[config.mk]
export PLATFORM = sky130hd
export DESIGN_NAME = hdmi_char_tx
export DESIGN_NICKNAME = d
export VERILOG_FILES = /design/src/rtl/hdmi_char_pkg.sv /design/src/rtl/hdmi_char_tx_tmds_encoder.sv /design/src/rtl/hdmi_char_tx.sv
export SDC_FILE = /design/constraint.sdc
export NUM_CORES = 1
export LEC_CHECK = 0
export CAP_MARGIN = 20
export CORE_ASPECT_RATIO = 0.9
export CORE_MARGIN = 8
export CORE_UTILIZATION = 58
export CTS_CLUSTER_DIAMETER = 200
export DETAILED_ROUTE_END_ITERATION = 16
export PLACE_DENSITY = 0.87
export REMOVE_ABC_BUFFERS = 1
export SLEW_MARGIN = 20
export SYNTH_ARGS = -nofsm -noshare
export SYNTH_HDL_FRONTEND = slang
export SYNTH_SLANG_ARGS = --single-unit
[constraint.sdc]
create_clock -name hdmi_clk -period 5 [get_ports hdmi_clk]
set_input_delay 1 -clock hdmi_clk [delete_from_list [all_inputs] [get_ports hdmi_clk]]
set_output_delay 1 -clock hdmi_clk [all_outputs]
set_load 0.1 [all_outputs]
[src/rtl/hdmi_char_pkg.sv]
// hdmi_char_pkg: SVGA timing defaults, TMDS control tokens and the "HELLO" font ROM
// shared by the hdmi_char_tx video path.
package hdmi_char_pkg;

  localparam int unsigned H_ACT  = 800;
  localparam int unsigned H_FP   = 40;
  localparam int unsigned H_SYNC = 128;
  localparam int unsigned H_BP   = 88;
  localparam int unsigned H_TOT  = H_ACT + H_FP + H_SYNC + H_BP;

  // Vertical timing and text origin are defaults; the top exposes them as parameters.
  localparam int unsigned DEF_V_ACT  = 600;
  localparam int unsigned DEF_V_FP   = 1;
  localparam int unsigned DEF_V_SYNC = 4;
  localparam int unsigned DEF_V_BP   = 23;
  localparam int unsigned DEF_TXT_X  = 336;
  localparam int unsigned DEF_TXT_Y  = 284;

  localparam int unsigned SCALE    = 4;
  localparam int unsigned SCALE_SH = $clog2(SCALE);
  localparam int unsigned GLYPHS   = 5;
  localparam int unsigned BOX_W    = GLYPHS * 8 * SCALE;
  localparam int unsigned BOX_H    = 8 * SCALE;
  localparam int unsigned RST_HOLD = 16;

  localparam logic [9:0] CLK_WORD = 10'b1111100000;
  localparam logic [9:0] CTRL_00  = 10'b1101010100;
  localparam logic [9:0] CTRL_01  = 10'b0010101011;
  localparam logic [9:0] CTRL_10  = 10'b0101010100;
  localparam logic [9:0] CTRL_11  = 10'b1010101011;

  localparam logic [23:0] RGB_WHITE = 24'hFFFFFF;
  localparam logic [23:0] RGB_BLUE  = 24'h0000FF;

  // Glyph rows, MSB is the leftmost pixel: H, E, L, L, O.
  localparam logic [7:0] FONT [0:39] = '{
    8'h66, 8'h66, 8'h66, 8'h7E, 8'h66, 8'h66, 8'h66, 8'h00,
    8'h7E, 8'h60, 8'h60, 8'h7C, 8'h60, 8'h60, 8'h7E, 8'h00,
    8'h60, 8'h60, 8'h60, 8'h60, 8'h60, 8'h60, 8'h7E, 8'h00,
    8'h60, 8'h60, 8'h60, 8'h60, 8'h60, 8'h60, 8'h7E, 8'h00,
    8'h3C, 8'h66, 8'h66, 8'h66, 8'h66, 8'h66, 8'h3C, 8'h00
  };

  function automatic logic [7:0] font_row(input logic [2:0] glyph, input logic [2:0] row);
    logic [5:0] idx;
    idx = {glyph, row};
    if (glyph < 3'd5) begin
      return FONT[idx];
    end else begin
      return 8'h00;
    end
  endfunction

  function automatic logic [9:0] ctrl_token(input logic c1, input logic c0);
    case ({c1, c0})
      2'b00:   return CTRL_00;
      2'b01:   return CTRL_01;
      2'b10:   return CTRL_10;
      2'b11:   return CTRL_11;
      default: return CTRL_00;
    endcase
  endfunction

endpackage

[src/rtl/hdmi_char_tx_tmds_encoder.sv]
// tmds_encoder: registered DVI 1.0 TMDS encoder (transition minimising, DC balancing,
// control tokens during blanking) for one data lane.
module tmds_encoder
  import hdmi_char_pkg::*;
(
  input  logic       clk,
  input  logic       rst_n,
  input  logic       de,
  input  logic       c0,
  input  logic       c1,
  input  logic [7:0] d,
  output logic [9:0] q
);

  logic [9:0]        q_r;
  logic [9:0]        q_next_s;
  logic signed [5:0] cnt_r;
  logic signed [5:0] cnt_next_s;
  logic [3:0]        n1d_s;
  logic [3:0]        n1q_s;
  logic [3:0]        n0q_s;
  logic [8:0]        qm_s;
  logic              xnor_sel_s;
  logic signed [5:0] bal_s;

  // Transition-minimised intermediate word and its ones/zeros balance.
  always_comb begin
    n1d_s = 4'd0;
    for (int i = 0; i < 8; i++) begin
      n1d_s = n1d_s + {3'd0, d[i]};
    end
    xnor_sel_s = (n1d_s > 4'd4) || ((n1d_s == 4'd4) && (d[0] == 1'b0));
    qm_s[0] = d[0];
    for (int i = 1; i < 8; i++) begin
      if (xnor_sel_s) begin
        qm_s[i] = ~(qm_s[i-1] ^ d[i]);
      end else begin
        qm_s[i] = qm_s[i-1] ^ d[i];
      end
    end
    qm_s[8] = ~xnor_sel_s;
    n1q_s = 4'd0;
    for (int i = 0; i < 8; i++) begin
      n1q_s = n1q_s + {3'd0, qm_s[i]};
    end
    n0q_s = 4'd8 - n1q_s;
    bal_s = $signed({2'b00, n1q_s}) - $signed({2'b00, n0q_s});
  end

  // Output word selection; cnt tracks ones-minus-zeros of words sent since blanking.
  always_comb begin
    q_next_s   = CTRL_00;
    cnt_next_s = 6'sd0;
    if (!de) begin
      q_next_s   = ctrl_token(c1, c0);
      cnt_next_s = 6'sd0;
    end else if ((cnt_r == 6'sd0) || (n1q_s == n0q_s)) begin
      q_next_s = {~qm_s[8], qm_s[8], (qm_s[8] ? qm_s[7:0] : ~qm_s[7:0])};
      if (qm_s[8]) begin
        cnt_next_s = cnt_r + bal_s;
      end else begin
        cnt_next_s = cnt_r - bal_s;
      end
    end else if (((cnt_r > 6'sd0) && (n1q_s > n0q_s)) || ((cnt_r < 6'sd0) && (n0q_s > n1q_s))) begin
      q_next_s   = {1'b1, qm_s[8], ~qm_s[7:0]};
      cnt_next_s = cnt_r + $signed({4'd0, qm_s[8], 1'b0}) - bal_s;
    end else begin
      q_next_s   = {1'b0, qm_s[8], qm_s[7:0]};
      cnt_next_s = cnt_r - $signed({4'd0, ~qm_s[8], 1'b0}) + bal_s;
    end
  end

  // Encoder output and disparity registers.
  always_ff @(posedge clk or negedge rst_n) begin
    if (!rst_n) begin
      q_r   <= CTRL_00;
      cnt_r <= 6'sd0;
    end else begin
      q_r   <= q_next_s;
      cnt_r <= cnt_next_s;
    end
  end

  assign q = q_r;

endmodule

[src/rtl/hdmi_char_tx.sv]
// hdmi_char_tx: 800x600@60 DVI source rendering "HELLO" on a blue field.
// Optional macro HDMI_TEST_BARS_EN replaces the background with eight 100-px colour bars.
module hdmi_char_tx
  import hdmi_char_pkg::*;
#(
  parameter int unsigned V_ACT  = DEF_V_ACT,
  parameter int unsigned V_FP   = DEF_V_FP,
  parameter int unsigned V_SYNC = DEF_V_SYNC,
  parameter int unsigned V_BP   = DEF_V_BP,
  parameter int unsigned TXT_X  = DEF_TXT_X,
  parameter int unsigned TXT_Y  = DEF_TXT_Y
) (
  input  logic       hdmi_clk,
  input  logic       hdmi_pll_LOCKED,
  output logic       tmds_clk_TX_OE,
  output logic [9:0] tmds_clk_TX_DATA,
  output logic       tmds_clk_TX_RST,
  output logic       tmds_data0_TX_OE,
  output logic [9:0] tmds_data0_TX_DATA,
  output logic       tmds_data0_TX_RST,
  output logic       tmds_data1_TX_OE,
  output logic [9:0] tmds_data1_TX_DATA,
  output logic       tmds_data1_TX_RST,
  output logic       tmds_data2_TX_OE,
  output logic [9:0] tmds_data2_TX_DATA,
  output logic       tmds_data2_TX_RST,
  output logic       hpd
);

  localparam int unsigned V_TOT    = V_ACT + V_FP + V_SYNC + V_BP;
  localparam int unsigned GLYPH_SH = SCALE_SH + 3;

  localparam logic [10:0] H_LAST  = 11'(H_TOT - 1);
  localparam logic [10:0] H_ACT_W = 11'(H_ACT);
  localparam logic [10:0] HS_BEG  = 11'(H_ACT + H_FP);
  localparam logic [10:0] HS_END  = 11'(H_ACT + H_FP + H_SYNC);
  localparam logic [9:0]  V_LAST  = 10'(V_TOT - 1);
  localparam logic [9:0]  V_ACT_W = 10'(V_ACT);
  localparam logic [9:0]  VS_BEG  = 10'(V_ACT + V_FP);
  localparam logic [9:0]  VS_END  = 10'(V_ACT + V_FP + V_SYNC);
  localparam logic [10:0] BOX_X0  = 11'(TXT_X);
  localparam logic [10:0] BOX_W_W = 11'(BOX_W);
  localparam logic [9:0]  BOX_Y0  = 10'(TXT_Y);
  localparam logic [9:0]  BOX_H_W = 10'(BOX_H);
  localparam logic [4:0]  RST_LAST = 5'(RST_HOLD - 1);

  logic        rst_n;
  logic [10:0] hcnt_r;
  logic [9:0]  vcnt_r;
  logic        tx_oe_r;
  logic        tx_rst_r;
  logic [4:0]  rst_cnt_r;

  logic        de_s, hs_s, vs_s, in_box_s, pix_on_s;
  logic [10:0] dx_s;
  logic [9:0]  dy_s;
  logic [2:0]  glyph_s, row_s, col_s;
  logic [7:0]  font_bits_s;
  logic [23:0] bg_s, rgb_s;

  logic        de_r, hs_r, vs_r;
  logic [23:0] rgb_r;

  assign rst_n = hdmi_pll_LOCKED;

  // Serializer enable and reset hold after PLL lock.
  always_ff @(posedge hdmi_clk or negedge rst_n) begin
    if (!rst_n) begin
      tx_oe_r   <= 1'b0;
      tx_rst_r  <= 1'b1;
      rst_cnt_r <= 5'd0;
    end else begin
      tx_oe_r <= 1'b1;
      if (rst_cnt_r < RST_LAST) begin
        rst_cnt_r <= rst_cnt_r + 5'd1;
        tx_rst_r  <= 1'b1;
      end else begin
        rst_cnt_r <= rst_cnt_r;
        tx_rst_r  <= 1'b0;
      end
    end
  end

  // Stage 1: raster counters.
  always_ff @(posedge hdmi_clk or negedge rst_n) begin
    if (!rst_n) begin
      hcnt_r <= 11'd0;
      vcnt_r <= 10'd0;
    end else if (hcnt_r == H_LAST) begin
      hcnt_r <= 11'd0;
      vcnt_r <= (vcnt_r == V_LAST) ? 10'd0 : vcnt_r + 10'd1;
    end else begin
      hcnt_r <= hcnt_r + 11'd1;
      vcnt_r <= vcnt_r;
    end
  end

  // Sync/enable decode and text lookup from the current counter state.
  always_comb begin
    de_s     = (hcnt_r < H_ACT_W) && (vcnt_r < V_ACT_W);
    hs_s     = (hcnt_r >= HS_BEG) && (hcnt_r < HS_END);
    vs_s     = (vcnt_r >= VS_BEG) && (vcnt_r < VS_END);
    dx_s     = hcnt_r - BOX_X0;
    dy_s     = vcnt_r - BOX_Y0;
    in_box_s = (hcnt_r >= BOX_X0) && (dx_s < BOX_W_W) && (vcnt_r >= BOX_Y0) && (dy_s < BOX_H_W);
    glyph_s  = dx_s[GLYPH_SH +: 3];
    col_s    = dx_s[SCALE_SH +: 3];
    row_s    = dy_s[SCALE_SH +: 3];
    font_bits_s = font_row(glyph_s, row_s);
    pix_on_s = in_box_s && font_bits_s[3'd7 - col_s];
  end

  // Background colour behind the text.
  always_comb begin
    bg_s = RGB_BLUE;
`ifdef HDMI_TEST_BARS_EN
    if (hcnt_r < 11'd100) begin
      bg_s = 24'hFFFFFF;
    end else if (hcnt_r < 11'd200) begin
      bg_s = 24'hFFFF00;
    end else if (hcnt_r < 11'd300) begin
      bg_s = 24'h00FFFF;
    end else if (hcnt_r < 11'd400) begin
      bg_s = 24'h00FF00;
    end else if (hcnt_r < 11'd500) begin
      bg_s = 24'hFF00FF;
    end else if (hcnt_r < 11'd600) begin
      bg_s = 24'hFF0000;
    end else if (hcnt_r < 11'd700) begin
      bg_s = 24'h0000FF;
    end else begin
      bg_s = 24'h000000;
    end
`else
    bg_s = RGB_BLUE;
`endif
    rgb_s = pix_on_s ? RGB_WHITE : bg_s;
  end

  // Stage 2: pixel colour and control signals.
  always_ff @(posedge hdmi_clk or negedge rst_n) begin
    if (!rst_n) begin
      de_r  <= 1'b0;
      hs_r  <= 1'b0;
      vs_r  <= 1'b0;
      rgb_r <= 24'h000000;
    end else begin
      de_r  <= de_s;
      hs_r  <= hs_s;
      vs_r  <= vs_s;
      rgb_r <= rgb_s;
    end
  end

  // Stage 3: one encoder per colour lane; syncs ride on the blue lane.
  tmds_encoder u_enc_b (
    .clk(hdmi_clk), .rst_n(rst_n), .de(de_r), .c0(hs_r), .c1(vs_r),
    .d(rgb_r[7:0]), .q(tmds_data0_TX_DATA)
  );
  tmds_encoder u_enc_g (
    .clk(hdmi_clk), .rst_n(rst_n), .de(de_r), .c0(1'b0), .c1(1'b0),
    .d(rgb_r[15:8]), .q(tmds_data1_TX_DATA)
  );
  tmds_encoder u_enc_r (
    .clk(hdmi_clk), .rst_n(rst_n), .de(de_r), .c0(1'b0), .c1(1'b0),
    .d(rgb_r[23:16]), .q(tmds_data2_TX_DATA)
  );

  assign tmds_clk_TX_DATA  = CLK_WORD;
  assign tmds_clk_TX_OE    = tx_oe_r;
  assign tmds_clk_TX_RST   = tx_rst_r;
  assign tmds_data0_TX_OE  = tx_oe_r;
  assign tmds_data0_TX_RST = tx_rst_r;
  assign tmds_data1_TX_OE  = tx_oe_r;
  assign tmds_data1_TX_RST = tx_rst_r;
  assign tmds_data2_TX_OE  = tx_oe_r;
  assign tmds_data2_TX_RST = tx_rst_r;
  assign hpd               = 1'b1;

endmodule

Word level (Yosys, flattened, before mapping)
Memory sizes are Yosys's and may differ from the RTL's.
Index checks and enable logic that the tools add are counted.
- register bits: 103
- memory bits (read-only): 512
- bits of input ports: 2
- output and inout port bits: 49
- memories kept: 1
- memories (memory ; depth ; bits a word ; rd ports ; clocked after Yosys merged registers in ; write ports ; line ; text):
    (no name shown) ; 64 ; 8 ; 1 ; 0 ; 0 ; hdmi_char_pkg.sv:48 ; return FONT[idx];
- add/sub/neg operators: 72
- magnitude comparators: 29
- eq/ne operators: 11
- multiplexer cells: 55
- bitwise logic cells: 52
- reduce and logical (&&, ||, !) cells: 29
- operator list (kind ; number):
    4-bit by 1-bit adder with 4-bit output ; 36
    10-bit 2-to-1 mux ; 10
    6-bit 2-to-1 mux ; 12
    8-bit 2-to-1 mux ; 6
    10-bit one-hot mux with 4 select lines ; 1
    6-bit adder ; 6
    6-bit subtractor ; 6
    1-bit inverter ; 27
    4-bit > comparator ; 6
    24-bit 2-to-1 mux ; 1
    8-bit inverter ; 3
    1-bit 2-to-1 mux ; 23
    11-bit by 10-bit less-than comparator with 1-bit output (second input constant) ; 2
    1-bit bitwise XOR ; 21
    10-bit less-than comparator (second input constant) ; 2
    6-bit by 3-bit adder with 6-bit output ; 3
    6-bit by 1-bit > comparator with 1-bit output (second input constant) ; 3
    6-bit zero test ; 3
    6-bit by 1-bit less-than comparator with 1-bit output (second input constant) ; 3
    6-bit by 3-bit subtractor with 6-bit output ; 3
    1-bit logical AND ; 16
    4-bit by 4-bit subtractor with 5-bit output ; 3
    1-bit by 1-bit adder with 2-bit output ; 6
    4-bit by 3-bit equality test with 1-bit output (second input constant) ; 3
    28 further kinds ; 43

Logic depth before layout (Yosys ltp)
- word-level depth: 37
- mapped depth: 10
- mapped depth without buffers: 9

Modules after synthesis
From an unflattened synthesis, not the netlist that was laid out.
- cell total of the unflattened synthesis: 986
- area total of the unflattened synthesis: 9132.5 µm²
- by module, submodules not included (module ; times used ; cells each ; area an instance (µm²) ; sequential area each (µm²)):
    tmds_encoder at u_enc_g ; 1 ; 254 ; 2407.3 ; 406.6
    tmds_encoder at u_enc_b ; 1 ; 255 ; 2358.5 ; 406.6
    hdmi_char_tx ; 1 ; 241 ; 2207.1 ; 802.0
    tmds_encoder at u_enc_r ; 1 ; 236 ; 2159.6 ; 406.6

Worst setup path before layout
No wires, ideal clock.
- path type: register to register
- start: reg rgb_r[7]
- end: reg u_enc_b.cnt_r[5]
- library setup time: 0.094 ns
- arrival time: 2.561 ns
- data required time: 4.906 ns
- setup slack: 2.345 ns
- stages on the path, launching flop included: 10
- buffers on the path: 0
- period minus slack after synthesis: 2.655 ns
- cells stage by stage: dfrtp_1 inv_1 ha_1 inv_1 fa_1 a21oi_1 nor2_1 xnor2_1 mux2i_1 a211oi_1
- longest elaborated chain between the ends: 31
- RTL lines (what ; line ; text):
    start, declared ; hdmi_char_tx.sv:62 ; logic [23:0] rgb_r;
    start signal, assigned ; hdmi_char_tx.sv:151 ; rgb_r <= rgb_s;
    parallel branches: the longest is 29 deep, another holds 4-bit by 1-bit adder with 4-bit output ; n/a ;
    6-bit 2-to-1 mux (*) ; hdmi_char_tx_tmds_encoder.sv:57 ; end else if ((cnt_r == 6'sd0) || (n1q_s == n0q_s)) begin
    6-bit 2-to-1 mux (*) ; hdmi_char_tx_tmds_encoder.sv:54 ; if (!de) begin
    net u_enc_b.cnt_next_s[5] ; hdmi_char_tx_tmds_encoder.sv:18 ; logic signed [5:0] cnt_next_s;
    end signal, assigned ; hdmi_char_tx_tmds_encoder.sv:80 ; cnt_r <= cnt_next_s;
    end, declared ; hdmi_char_tx_tmds_encoder.sv:17 ; logic signed [5:0] cnt_r;
Mark *: on every way through the listed nets, which the timed path passes.
A chain may end at the register's enable or synchronous reset.

==> impl_metrics.py <==
metrics = {
    "run_status": {
        "status": "complete, no violations",
    },
    "setup_path": {
        "critPathLaunch": "rgb_r[7]$_DFF_PN0_",
        "path_delay_family": "buffers and inverters",
        "cp_num_buf_inv": 1,
        "crit_arrival_ns": 2.10,
        "worstSetupStartpointType": "register",
        "critPathMaxFanout": 10,
        "critPathMaxStageDelay_ns": 1.21,
        "path_cells": "clkdlybuf4s50_1",
        "worstSetupPathType": "register to output port",
        "crit_required_ns": 4.00,
        "crit_path_top_delay_cell": "clkdlybuf4s50_1",
        "endpoint_kind": "output port",
        "r2r-start": "rgb_r[22]$_DFF_PN0_",
    },
    "synth": {
        "synth_common_cells": "52 x dfrtp_1, 46 x ha_1, 41 x inv_1",
        "synthTopCellsByArea": "dfrtp_1 29%, ha_1 13%, buf_4 6.1%",
        "ys_ff_latch": 61,
        "synth-main-ff-cell": "dfrtp_1",
        "yosysTopAreaCell": "dfrtp_1",
        "syn_area_per_cell_um2": 9.29,
        "postSynthCellCount": 476,
        "async_reset_ff_frac": 1.00,
        "yosys.area_share.simple": 0.158,
        "yosysMostFrequentCell": "dfrtp_1",
        "synth-adder-area-share": 0.160,
        "syn-cell-area_um2": 4420,
        "ys_types": 56,
        "synth_edf_count": 0,
        "seq_area_frac_synth": 0.348,
        "synthMuxAreaShare": 0.0139,
        "synth_top_area_frac": 0.294,
        "synth-xor-area-share": 0.0869,
        "synth_compound_area_frac": 0.120,
        "synth_warnings": 0,
        "synth_top_family_by_area": "adder cells",
    },
    "sta": {
        "worst-slew-pin-transition_ns": 0.996,
        "min_period_ns": 3.10,
        "fmax_mhz": 323,
        "final-setup-viol-count": 0,
        "final-hold-violation-count": 0,
        "rsz0062_at_grt": "no",
        "slew_violations": 0,
        "slew_headroom": 0.334,
        "skew_ns": 0.00703,
        "tns_ns": 0,
        "final.period_utilization": 0.619,
    },
    "cts": {
        "numCtsBuffers": 9,
        "cts_tree": "yes",
        "clkSinkCount": 61,
        "root_buffer": "clkbuf_8",
        "clkTransAtPathRegs_ns": 0.07,
        "clk_latency_ns": 0.35,
        "cts_resized": 0,
        "postCtsSetupBuffers": 0,
        "clk_path_buf_depth": 2,
        "htreeDepth": 3,
        "holdBufCountCts": 0,
    },
    "route": {
        "dr.first_iter.drc_count": 129,
        "wl_per_cell_um": 15.2,
        "route.detailed.drc": 0,
        "viasPerCell": 5.52,
        "dr.pass1.iters": 4,
        "drt-total-wl_um": 8880,
        "vias": 3235,
        "postRouteAntennaNets": 0,
    },
    "finish": {
        "multi_input_area_um2": 2420,
        "finalInstanceArea_um2": 4830,
        "fillers": 607,
        "register_area_um2": 1540,
        "diodes": 0,
        "drive_gt1_frac": 0.0633,
        "area_delta_synth_final_pct": 9.22,
        "fin_nets": 539,
    },
    "place": {
        "port_buffers": 39,
        "gp_congestion": 0.887,
        "post_dp_cell_area_um2": 4630,
        "dpl.hpwl_um": 6320,
    },
    "floorplanning": {
        "initial_core_util": 0.592,
        "io_pins": 51,
        "die_area_um2": 10700,
        "die_h_um": 98.8,
        "coreArea_um2": 7470,
        "die_w_um": 108,
        "rows": 30,
    },
    "global_routing": {
        "grt_pass1_vias": 3299,
        "grt_pass1_wl_um": 15100,
        "antenna_found_initial": 0,
        "grt_overflow": 0,
        "grt_max_degree": 62,
        "grt_usage": 0.173,
    },
    "pwr": {
        "p_per_area_nw_per_um2": 371,
        "ir_drop_v": 0.000290,
        "leakagePower_uw": 0.00222,
    },
    "run": {
        "max-cap-violations": 0,
    },
    "hold_path": {
        "hp-start": "hcnt_r[0]$_DFF_PN0_",
        "hp-class": "register to register",
    },
}
## cell usage in the layout (no fill, tap or decap), drive strengths merged, types with 6 or more instances in the layout
master,n
dfrtp,52
nand3,16
conb,12
a21o,9
xnor2,25
nand4,7
and3,7
a21oi,25
nor2,37
nor2b,8
clkdlybuf4s50,38
ha,46
clkbuf,11
nand2,23
and2,6
nor3,11
xor2,18
dfstp,9
inv,41
o21ai,21
fa,6
## state kept, by name, indices dropped and copies added (netlist names)
signal,count
de_r,1
hcnt_r,11
hs_r,1
rgb_r,2
rst_cnt_r,5
tmds_clk_TX_RST,1
u_enc_b.cnt_r,6
u_enc_b.q,4
u_enc_g.cnt_r,6
u_enc_g.q,4
u_enc_r.cnt_r,6
u_enc_r.q,3
vcnt_r,10
vs_r,1
## metrics by stage
step | total power [uW] | setup slack (ns) | hold slack (ns) | cells | utilization
finish | 1790 | 1.90 | 0.485 | 586 | 0.647
floorplan | 1180 | 0.466 | 0.451 | 434 | -
global route | 1880 | 1.83 | 0.509 | 586 | 0.647
global placement | 1320 | 2.33 | 0.466 | 570 | 0.620
CTS | 1800 | 1.88 | 0.489 | 586 | 0.647
detailed placement | 1340 | 2.26 | 0.478 | 570 | 0.620
## report_power, final
group	internal, uW	switching (uW)	leakage [uW]
Combinational	223	554	0.00139
Sequential	539	32.5	0.000731
Clock	244	196	0.0000995
## cells by family after synthesis
group	Yosys count
and+or+nand+nor	135
buffers and inverters	93
AOI/OAI and AO/OA	83
DFF	61
adders and majority gates	53
xor gates and xnor gates	43
muxes	6
other	2
## routing by layer
metal  global-route usage  wire length [um]  vias to the layer above
met3               0.0502               483                       11
met4               0.0480                81                        0
li1                     -                 -                     1571
met5                    0                 0                        -
met2                0.302              4560                       68
met1                0.199              3750                     1585
## worst paths after layout
kind | end | slack [ns] | cells past startpoint
min reg2reg | hcnt_r[0]$_DFF_PN0_ | 0.48 | 1
max | tmds_data1_TX_OE | 1.90 | 1
max reg2reg | u_enc_g.cnt_r[5]$_DFF_PN0_ | 2.48 | 9
min | hcnt_r[0]$_DFF_PN0_ | 0.48 | 1
max in group asynchronous | hcnt_r[9]$_DFF_PN0_ | 3.71 | 2
min in group asynchronous | hcnt_r[3]$_DFF_PN0_ | 0.80 | 2
## area by class of cell
type / instances / share of cell area
clock buffers: 11 / 0.0293
multi-input cells: 332 / 0.502
inverters: 41 / 0.0319
clock inverters: 5 / 0.0124
repair buffers: 40 / 0.0813
flip-flops and latches: 61 / 0.318
well taps: 96 / 0.0249
Note: power is estimated with default switching activity, not from simulation.
